`src/rtl/tmp_alert_pkg.sv`:
```
// Shared encodings and helpers for the multichannel temperature alert block:
// alert FSM states, fault-queue depth decode and resolution masking.
package tmp_alert_pkg;

    typedef enum logic [1:0] {
        ST_NORMAL  = 2'd0,
        ST_TRIP_HI = 2'd1,
        ST_WAIT_LO = 2'd2,
        ST_TRIP_LO = 2'd3
    } alert_state_e;

    localparam logic MODE_CMP = 1'b0;
    localparam logic MODE_INT = 1'b1;
    localparam logic POL_LOW  = 1'b0;
    localparam logic POL_HIGH = 1'b1;

    localparam int MAX_TEMP_W = 12;

    function automatic logic [2:0] fault_depth(input logic [1:0] f);
        case (f)
            2'b00:   return 3'd1;
            2'b01:   return 3'd2;
            2'b10:   return 3'd4;
            default: return 3'd6;
        endcase
    endfunction

    // Keeps (9 + r) MSBs of a temp_w-bit sample; narrow inputs are never over-masked.
    function automatic logic [MAX_TEMP_W-1:0] res_mask(input int temp_w, input logic [1:0] r);
        int n;
        n = temp_w - 9 - int'(r);
        if (n < 0) n = 0;
        return {MAX_TEMP_W{1'b1}} << n;
    endfunction

endpackage

```
`src/rtl/tmp_alert_channel.sv`:
```
// One temperature channel: resolution masking, signed threshold compare,
// fault queue, comparator/interrupt alert FSM and saturating over-temp counter.
module tmp_alert_channel
    import tmp_alert_pkg::*;
#(
    parameter int TEMP_W = 12,
    parameter int CNT_W  = 8
) (
    input  logic              clk_i,
    input  logic              rst_ni,
    input  logic              tick_i,
    input  logic              ack_i,
    input  logic              clr_i,
    input  logic              tm_i,
    input  logic [1:0]        f_i,
    input  logic [1:0]        r_i,
    input  logic [TEMP_W-1:0] temp_i,
    input  logic [TEMP_W-1:0] t_high_i,
    input  logic [TEMP_W-1:0] t_low_i,
    output logic [TEMP_W-1:0] result_o,
    output logic              alert_o,
    output logic [CNT_W-1:0]  count_o
);

    alert_state_e          state_q, state_d, trip_st;
    logic [2:0]            fc_q, fc_d, fc_inc, depth;
    logic [MAX_TEMP_W-1:0] mask;
    logic [TEMP_W-1:0]     sample, result_q;
    logic [CNT_W-1:0]      count_q;
    logic                  hi, lo, watch, qual;

    assign mask   = res_mask(TEMP_W, r_i);
    assign sample = temp_i & mask[TEMP_W-1:0];
    assign hi     = $signed(sample) >= $signed(t_high_i);
    assign lo     = $signed(sample) <  $signed(t_low_i);
    assign depth  = fault_depth(f_i);
    assign fc_inc = fc_q + 3'd1;

    always_ff @(posedge clk_i or negedge rst_ni) begin
        if (!rst_ni) begin
            state_q <= ST_NORMAL;
            fc_q    <= '0;
        end else begin
            state_q <= state_d;
            fc_q    <= fc_d;
        end
    end

    // watch marks states that advance on a run of qualifying samples;
    // interrupt-mode trip states only leave on an acknowledge.
    always_comb begin
        state_d = state_q;
        fc_d    = fc_q;
        trip_st = state_q;
        watch   = 1'b0;
        qual    = 1'b0;
        case (state_q)
            ST_NORMAL: begin
                watch   = 1'b1;
                qual    = hi;
                trip_st = ST_TRIP_HI;
            end
            ST_TRIP_HI: begin
                if (tm_i == MODE_CMP) begin
                    watch   = 1'b1;
                    qual    = lo;
                    trip_st = ST_NORMAL;
                end else if (ack_i) begin
                    state_d = ST_WAIT_LO;
                end
            end
            ST_WAIT_LO: begin
                watch   = 1'b1;
                qual    = lo;
                trip_st = ST_TRIP_LO;
            end
            ST_TRIP_LO: begin
                if (tm_i == MODE_INT && ack_i) state_d = ST_NORMAL;
            end
            default: state_d = ST_NORMAL;
        endcase
        if (tick_i && watch) begin
            if (!qual) begin
                fc_d = '0;
            end else if (fc_inc >= depth) begin
                state_d = trip_st;
                fc_d    = '0;
            end else begin
                fc_d = fc_inc;
            end
        end
        if (clr_i) begin
            state_d = ST_NORMAL;
            fc_d    = '0;
        end
    end

    always_comb begin
        alert_o = (state_q == ST_TRIP_HI) || (state_q == ST_TRIP_LO);
    end

    always_ff @(posedge clk_i or negedge rst_ni) begin
        if (!rst_ni) begin
            result_q <= '0;
            count_q  <= '0;
        end else if (tick_i) begin
            result_q <= sample;
            if (hi && count_q != {CNT_W{1'b1}}) count_q <= count_q + 1'b1;
        end
    end

    assign result_o = result_q;
    assign count_o  = count_q;

endmodule

```
`src/rtl/tmp_alert_multichannel.sv`:
```
// N-channel temperature alert core: conversion timer (continuous / one-shot),
// per-channel alert slices, read-select mux, acknowledge demux and Alert pin.
module tmp_alert_multichannel
    import tmp_alert_pkg::*;
#(
    parameter int N_CH        = 4,
    parameter int TEMP_W      = 12,
    parameter int CNT_W       = 8,
    parameter int CONV_CYCLES = 8
) (
    input  logic                                Clk,
    input  logic                                RST,
    input  logic [N_CH*TEMP_W-1:0]              Temp_In,
    input  logic [TEMP_W-1:0]                   T_High,
    input  logic [TEMP_W-1:0]                   T_Low,
    input  logic                                Cfg_OS,
    input  logic [1:0]                          Cfg_R,
    input  logic [1:0]                          Cfg_F,
    input  logic                                Cfg_POL,
    input  logic                                Cfg_TM,
    input  logic                                Cfg_SD,
    input  logic [$clog2(N_CH > 1 ? N_CH : 2)-1:0] Rd_Sel,
    input  logic                                Rd_Ack,
    output logic [15:0]                         Data,
    output logic [N_CH-1:0]                     Alert_Vec,
    output logic                                Alert,
    output logic [N_CH*CNT_W-1:0]               Alert_Count,
    output logic                                Conv_Done,
    output logic                                Busy
);

    localparam int            CW       = $clog2(CONV_CYCLES);
    localparam logic [CW-1:0] CNT_LAST = CW'(CONV_CYCLES - 1);

    logic [CW-1:0]                 cnt_q, cnt_d;
    logic                          busy_q, busy_d, tick;
    logic                          done_q, alert_q;
    logic                          tm_q;
    logic [1:0]                    f_q;
    logic                          clr;
    logic [N_CH-1:0]               ack_vec, alert_vec;
    logic [N_CH-1:0][TEMP_W-1:0]   results;

    // In shutdown the counter times a pending one-shot instead of free-running;
    // leaving shutdown abandons any pending one-shot and restarts the period.
    always_comb begin
        cnt_d  = cnt_q;
        busy_d = busy_q;
        tick   = 1'b0;
        if (!Cfg_SD) begin
            if (busy_q) begin
                busy_d = 1'b0;
                cnt_d  = '0;
            end else if (cnt_q == CNT_LAST) begin
                cnt_d = '0;
                tick  = 1'b1;
            end else begin
                cnt_d = cnt_q + 1'b1;
            end
        end else if (busy_q) begin
            if (cnt_q == CNT_LAST) begin
                cnt_d  = '0;
                busy_d = 1'b0;
                tick   = 1'b1;
            end else begin
                cnt_d = cnt_q + 1'b1;
            end
        end else begin
            cnt_d  = '0;
            busy_d = Cfg_OS;
        end
    end

    assign clr = (Cfg_TM != tm_q) || (Cfg_F != f_q);

    always_ff @(posedge Clk or negedge RST) begin
        if (!RST) begin
            cnt_q   <= '0;
            busy_q  <= 1'b0;
            done_q  <= 1'b0;
            alert_q <= 1'b1;
            tm_q    <= 1'b0;
            f_q     <= 2'b00;
        end else begin
            cnt_q   <= cnt_d;
            busy_q  <= busy_d;
            done_q  <= tick;
            alert_q <= (Cfg_POL == POL_HIGH) ? |alert_vec : ~|alert_vec;
            tm_q    <= Cfg_TM;
            f_q     <= Cfg_F;
        end
    end

    always_comb begin
        ack_vec = '0;
        if (Rd_Ack && int'(Rd_Sel) < N_CH) ack_vec[Rd_Sel] = 1'b1;
    end

    for (genvar i = 0; i < N_CH; i++) begin : g_ch
        tmp_alert_channel #(
            .TEMP_W (TEMP_W),
            .CNT_W  (CNT_W)
        ) u_ch (
            .clk_i    (Clk),
            .rst_ni   (RST),
            .tick_i   (tick),
            .ack_i    (ack_vec[i]),
            .clr_i    (clr),
            .tm_i     (Cfg_TM),
            .f_i      (Cfg_F),
            .r_i      (Cfg_R),
            .temp_i   (Temp_In[i*TEMP_W +: TEMP_W]),
            .t_high_i (T_High),
            .t_low_i  (T_Low),
            .result_o (results[i]),
            .alert_o  (alert_vec[i]),
            .count_o  (Alert_Count[i*CNT_W +: CNT_W])
        );
    end

    always_comb begin
        Data = '0;
        if (int'(Rd_Sel) < N_CH) Data = {results[Rd_Sel], {(16-TEMP_W){1'b0}}};
    end

    assign Alert_Vec = alert_vec;
    assign Alert     = alert_q;
    assign Conv_Done = done_q;
    assign Busy      = busy_q;

endmodule

```
`config.mk`:
```
export PLATFORM = sky130hd
export DESIGN_NAME = tmp_alert_multichannel
export DESIGN_NICKNAME = d
export VERILOG_FILES = /design/src/rtl/tmp_alert_pkg.sv /design/src/rtl/tmp_alert_channel.sv /design/src/rtl/tmp_alert_multichannel.sv
export SDC_FILE = /design/constraint.sdc
export NUM_CORES = 1
export LEC_CHECK = 0
export CAP_MARGIN = 20
export CELL_PAD_IN_SITES_DETAIL_PLACEMENT = 1
export CELL_PAD_IN_SITES_GLOBAL_PLACEMENT = 1
export CORE_MARGIN = 1.5
export CORE_UTILIZATION = 41
export DETAILED_ROUTE_END_ITERATION = 6
export GPL_ROUTABILITY_DRIVEN = 0
export PLACE_DENSITY = 0.9
export SYNTH_ARGS = -nofsm -noshare
export SYNTH_HDL_FRONTEND = slang
export SYNTH_SLANG_ARGS = --single-unit
```
`constraint.sdc`:
```
create_clock -name Clk -period 4.1 [get_ports Clk]
set_clock_uncertainty 0.05 [all_clocks]
set_input_delay 1.23 -clock Clk [delete_from_list [all_inputs] [get_ports Clk]]
set_output_delay 1.23 -clock Clk [all_outputs]
set_load 0.02 [all_outputs]
```
==> results.sh <==
export IMPL_status="finished clean"
export IMPL_synthAdderAreaFrac_pct=17.14
export IMPL_swShare_pct=32.43
export IMPL_via_count=7276
export IMPL_vdd_ir_drop_max_uv=217.5
export IMPL_fin_cells=1265
export IMPL_crit_required_ps=4320
export IMPL_die_width_um=140.4
export IMPL_nNetsFinal=1217
export IMPL_multi_input_area_mm2=0.004708
export IMPL_worstHoldEndpoint="cnt_q[0]"
export IMPL_whs_path_depth=1
export IMPL_grt_overflow=0
export IMPL_worst_pin_slew_ps=731.9
export IMPL_dp_cells=1247
export IMPL_synth_simple_area_share_pct=19.03
export IMPL_num_rows=50
export IMPL_intPower_uw=1978
export IMPL_first_global_vias=7785
export IMPL_drt_iter0_markers=389
export IMPL_layout_common_cells="nand2_1 (161), clkdlybuf4s50_1 (121), dfrtp_1 (108)"
export IMPL_clockRootBuffer="clkbuf_16"
export IMPL_synth_edf_count=0
export IMPL_cts_buffer_depth=2
export IMPL_crit_reg2reg_launch="g_ch[1].u_ch.fc_q[0]"
export IMPL_yosysTopAreaCell="dfrtp_1"
export IMPL_synth_compound_area_share_pct=13.55
export IMPL_antenna_found_initial=0
export IMPL_synth_top_family_by_area="simple AND/OR/NAND/NOR gates"
export IMPL_rsz0062_at_grt="yes"
export IMPL_cts_max_level=3
export IMPL_muxShareOfSynthArea_pct=5.530
export IMPL_ys_flop_type="dfrtp_1"
export IMPL_vias_per_cell=5.752
export IMPL_insertion_delay_ps=370
export IMPL_grt_total_usage_pct=28.23
export IMPL_top_usage_layer="met2"
export IMPL_crit_type="in -> reg"
export IMPL_holdCritStartpoint="cnt_q[0]"
export IMPL_syn_avg_cell_area_um2=9.333
export IMPL_synth_cells=829
export IMPL_regArea_mm2=0.002729
export IMPL_grt_use_met3_pct=5.026
export IMPL_p_per_area_mw_per_mm2=286.4
export IMPL_r2r_slack_ps=1600
export IMPL_finalCritPeriodShare_pct=97.96
export IMPL_dp_hpwl_um=21140
export IMPL_drcViolationCount=0
export IMPL_slew_headroom_pct=51.21
export IMPL_critical_path_slowest_cell="or4_1"
export IMPL_layout_commonest_cell="nand2_1"
export IMPL_r2r_end="g_ch[1].u_ch.fc_q[2]"
export IMPL_final_cell_area_mm2=0.01022
export IMPL_dpl_worst_slack_ps=-323.1
export IMPL_leakagePower_uw=0.005151
export IMPL_netlist_area_mm2=0.007737
export IMPL_synth_xor_area_share_pct=4.867
export IMPL_synth_cell_types=72
export IMPL_start_kind="input pin"
export IMPL_grt_max_degree=58
export IMPL_wl_per_cell_um=21.15
export IMPL_path_clk_slew_ps=80
export IMPL_r2r_cells=9
export IMPL_setup_slack_ps=83.77
export IMPL_finalCriticalPeriod_ps=4016
export IMPL_diodes=0
export IMPL_whs_ps=391.4
export IMPL_tritoncts="built"
export IMPL_fillers=2124
export IMPL_synth_yosys_seq_area_share_pct=35.27
export IMPL_hold_path_class="reg -> reg"
export IMPL_grt_pass1_wl_um=42880
export IMPL_dieHeight_um=140.4
export IMPL_maxCapViolCount=0
export IMPL_p_total_uw=2927
export IMPL_clock_sinks=109
export IMPL_synth_seq_cells=109
export IMPL_p_switching_uw=949.1
export IMPL_end_kind="flip-flop"
export IMPL_area_growth_pct=32.07
export IMPL_ios=140
export IMPL_drive_gt1_share_pct=13.97
export IMPL_met1_usage_pct=36.28
export IMPL_setup_viol=0
export IMPL_netlist_area_leader_share_pct=34.93
export IMPL_core_mm2=0.01858
export IMPL_p_clk_share_pct=30.7
export IMPL_numCtsBuffers=9
export IMPL_async_flop_share_pct=100.0
export IMPL_cts_hold_buffers=0
export IMPL_io_buffers=135
export IMPL_critPathMaxFanout=8
export IMPL_dr_pass1_iters=5
export IMPL_max_clock_freq_mhz=249.0
export IMPL_seq_power_share_pct=42.5
export IMPL_ys_warn_count=0
export IMPL_detail_route_antenna_nets=0
export IMPL_dpl_cell_area_mm2=0.009866
export IMPL_use_met2_pct=47.11
export IMPL_hold_viol=0
export IMPL_routed_wl_um=26750
export IMPL_max_stage_delay_ps=580
export IMPL_dieArea_mm2=0.01971
export IMPL_yosys_top_cells_area="dfrtp_1 (35%), ha_1 (17%), nand2_1 (7.9%)"
export IMPL_start_util_pct=41.64
export IMPL_slew_viol_final=0
export IMPL_path_cells="clkdlybuf4s50_1 -> inv_1 -> ha_1 -> nand4_1 -> or4_1 -> nor3_1 -> a21oi_4 -> a311oi_4 -> mux2_2"
export IMPL_cp_data_arrival_time_ps=4230
export IMPL_p_comb_share_pct=26.8
[registers in the layout (all words and copies together) (netlist names)]
register	cells
g_ch.u_ch.result_o	48
g_ch.u_ch.count_o	32
g_ch.u_ch.fc_q	12
g_ch.u_ch.state_q	8
cnt_q	3
f_q	2
Alert	1
Busy	1
Conv_Done	1
tm_q	1
[cells in the mapped netlist, drive strengths merged (5+ instances only)]
cell type	instances
buf	16
xor2	13
nor2b	5
inv	48
xnor2	30
nor3	12
nand3	26
nand2b	15
mux2	11
dfrtp	108
o211ai	6
a21o	23
a21oi	34
mux4	12
and3	14
nor2	24
ha	106
and2	7
clkbuf	19
nand4	18
o31ai	5
nand2	162
nor3b	5
o21a	5
o21ai	32
[power by group through the flow]
stage	clock, uW	sequential, uW	combinational [uW]
detailed placement	0	1260	774
CTS	910	1240	772
floorplan	0	1250	375
global placement	0	1260	726
global route	951	1260	850
finish	899	1240	784
[how the worst max path moves through the flow]
stage / depth (start not counted) / start / to / slack [ps]
after CTS: 4 / Rd_Sel[1] / Data[6] / 8
after global routing: 9 / T_High[11] / g_ch[3].u_ch.count_o[1] / -7
final: 9 / T_High[11] / g_ch[3].u_ch.count_o[1] / 80
after floorplan: 3 / Rd_Sel[0] / Data[10] / 140
after global placement: 11 / T_High[11] / g_ch[3].u_ch.fc_q[0] / -220
after detailed placement: 11 / T_High[11] / g_ch[3].u_ch.fc_q[0] / -320
[timing repair]
action / CTS / global route
resized for setup: 10 / 10
setup endpoints to repair: 12 / 20
buffers inserted: 1 / 1
[through the flow]
step / setup TNS [ps] / util (%)
after floorplan: 0 / -
after global placement: -4271 / 53.10
after detailed placement: -8337 / 53.10
after CTS: 0 / 54.71
after global routing: -7.224 / 55.00
final: 0 / 55.00
[kinds of logic after synthesis]
family                   count (synthesis)
flip-flops                             109
AO/OA/AOI/OAI                          150
buffers and inverters                   83
other                                    1
adder cells (fa/ha/maj)                106
AND/OR/NAND/NOR                        311
XOR/XNOR                                43
multiplexers                            26
[area by class of cell]
cell class / instances / share of cell area [%]
multi-input cells: 640 / 46.08
well taps: 234 / 2.865
inverters: 48 / 1.763
flip-flops and latches: 109 / 26.70
clock buffers: 9 / 2.204
clock inverters: 7 / 0.6489
repair buffers: 218 / 19.74
[worst max-delay path: cells and delay by family]
kind            cells  cell delay, ps
simple gates        3            1220
fa+ha+maj           1             310
mux                 1             390
buf+inv             2             510
compound gates      2             580
[metal layers]
layer	routed length (um)	vias to the layer above
met4	951	0
met1	11440	3598
met3	1679	64
li1	-	3335
met2	12680	279
met5	0	-
(Power assumes the default switching activity.)
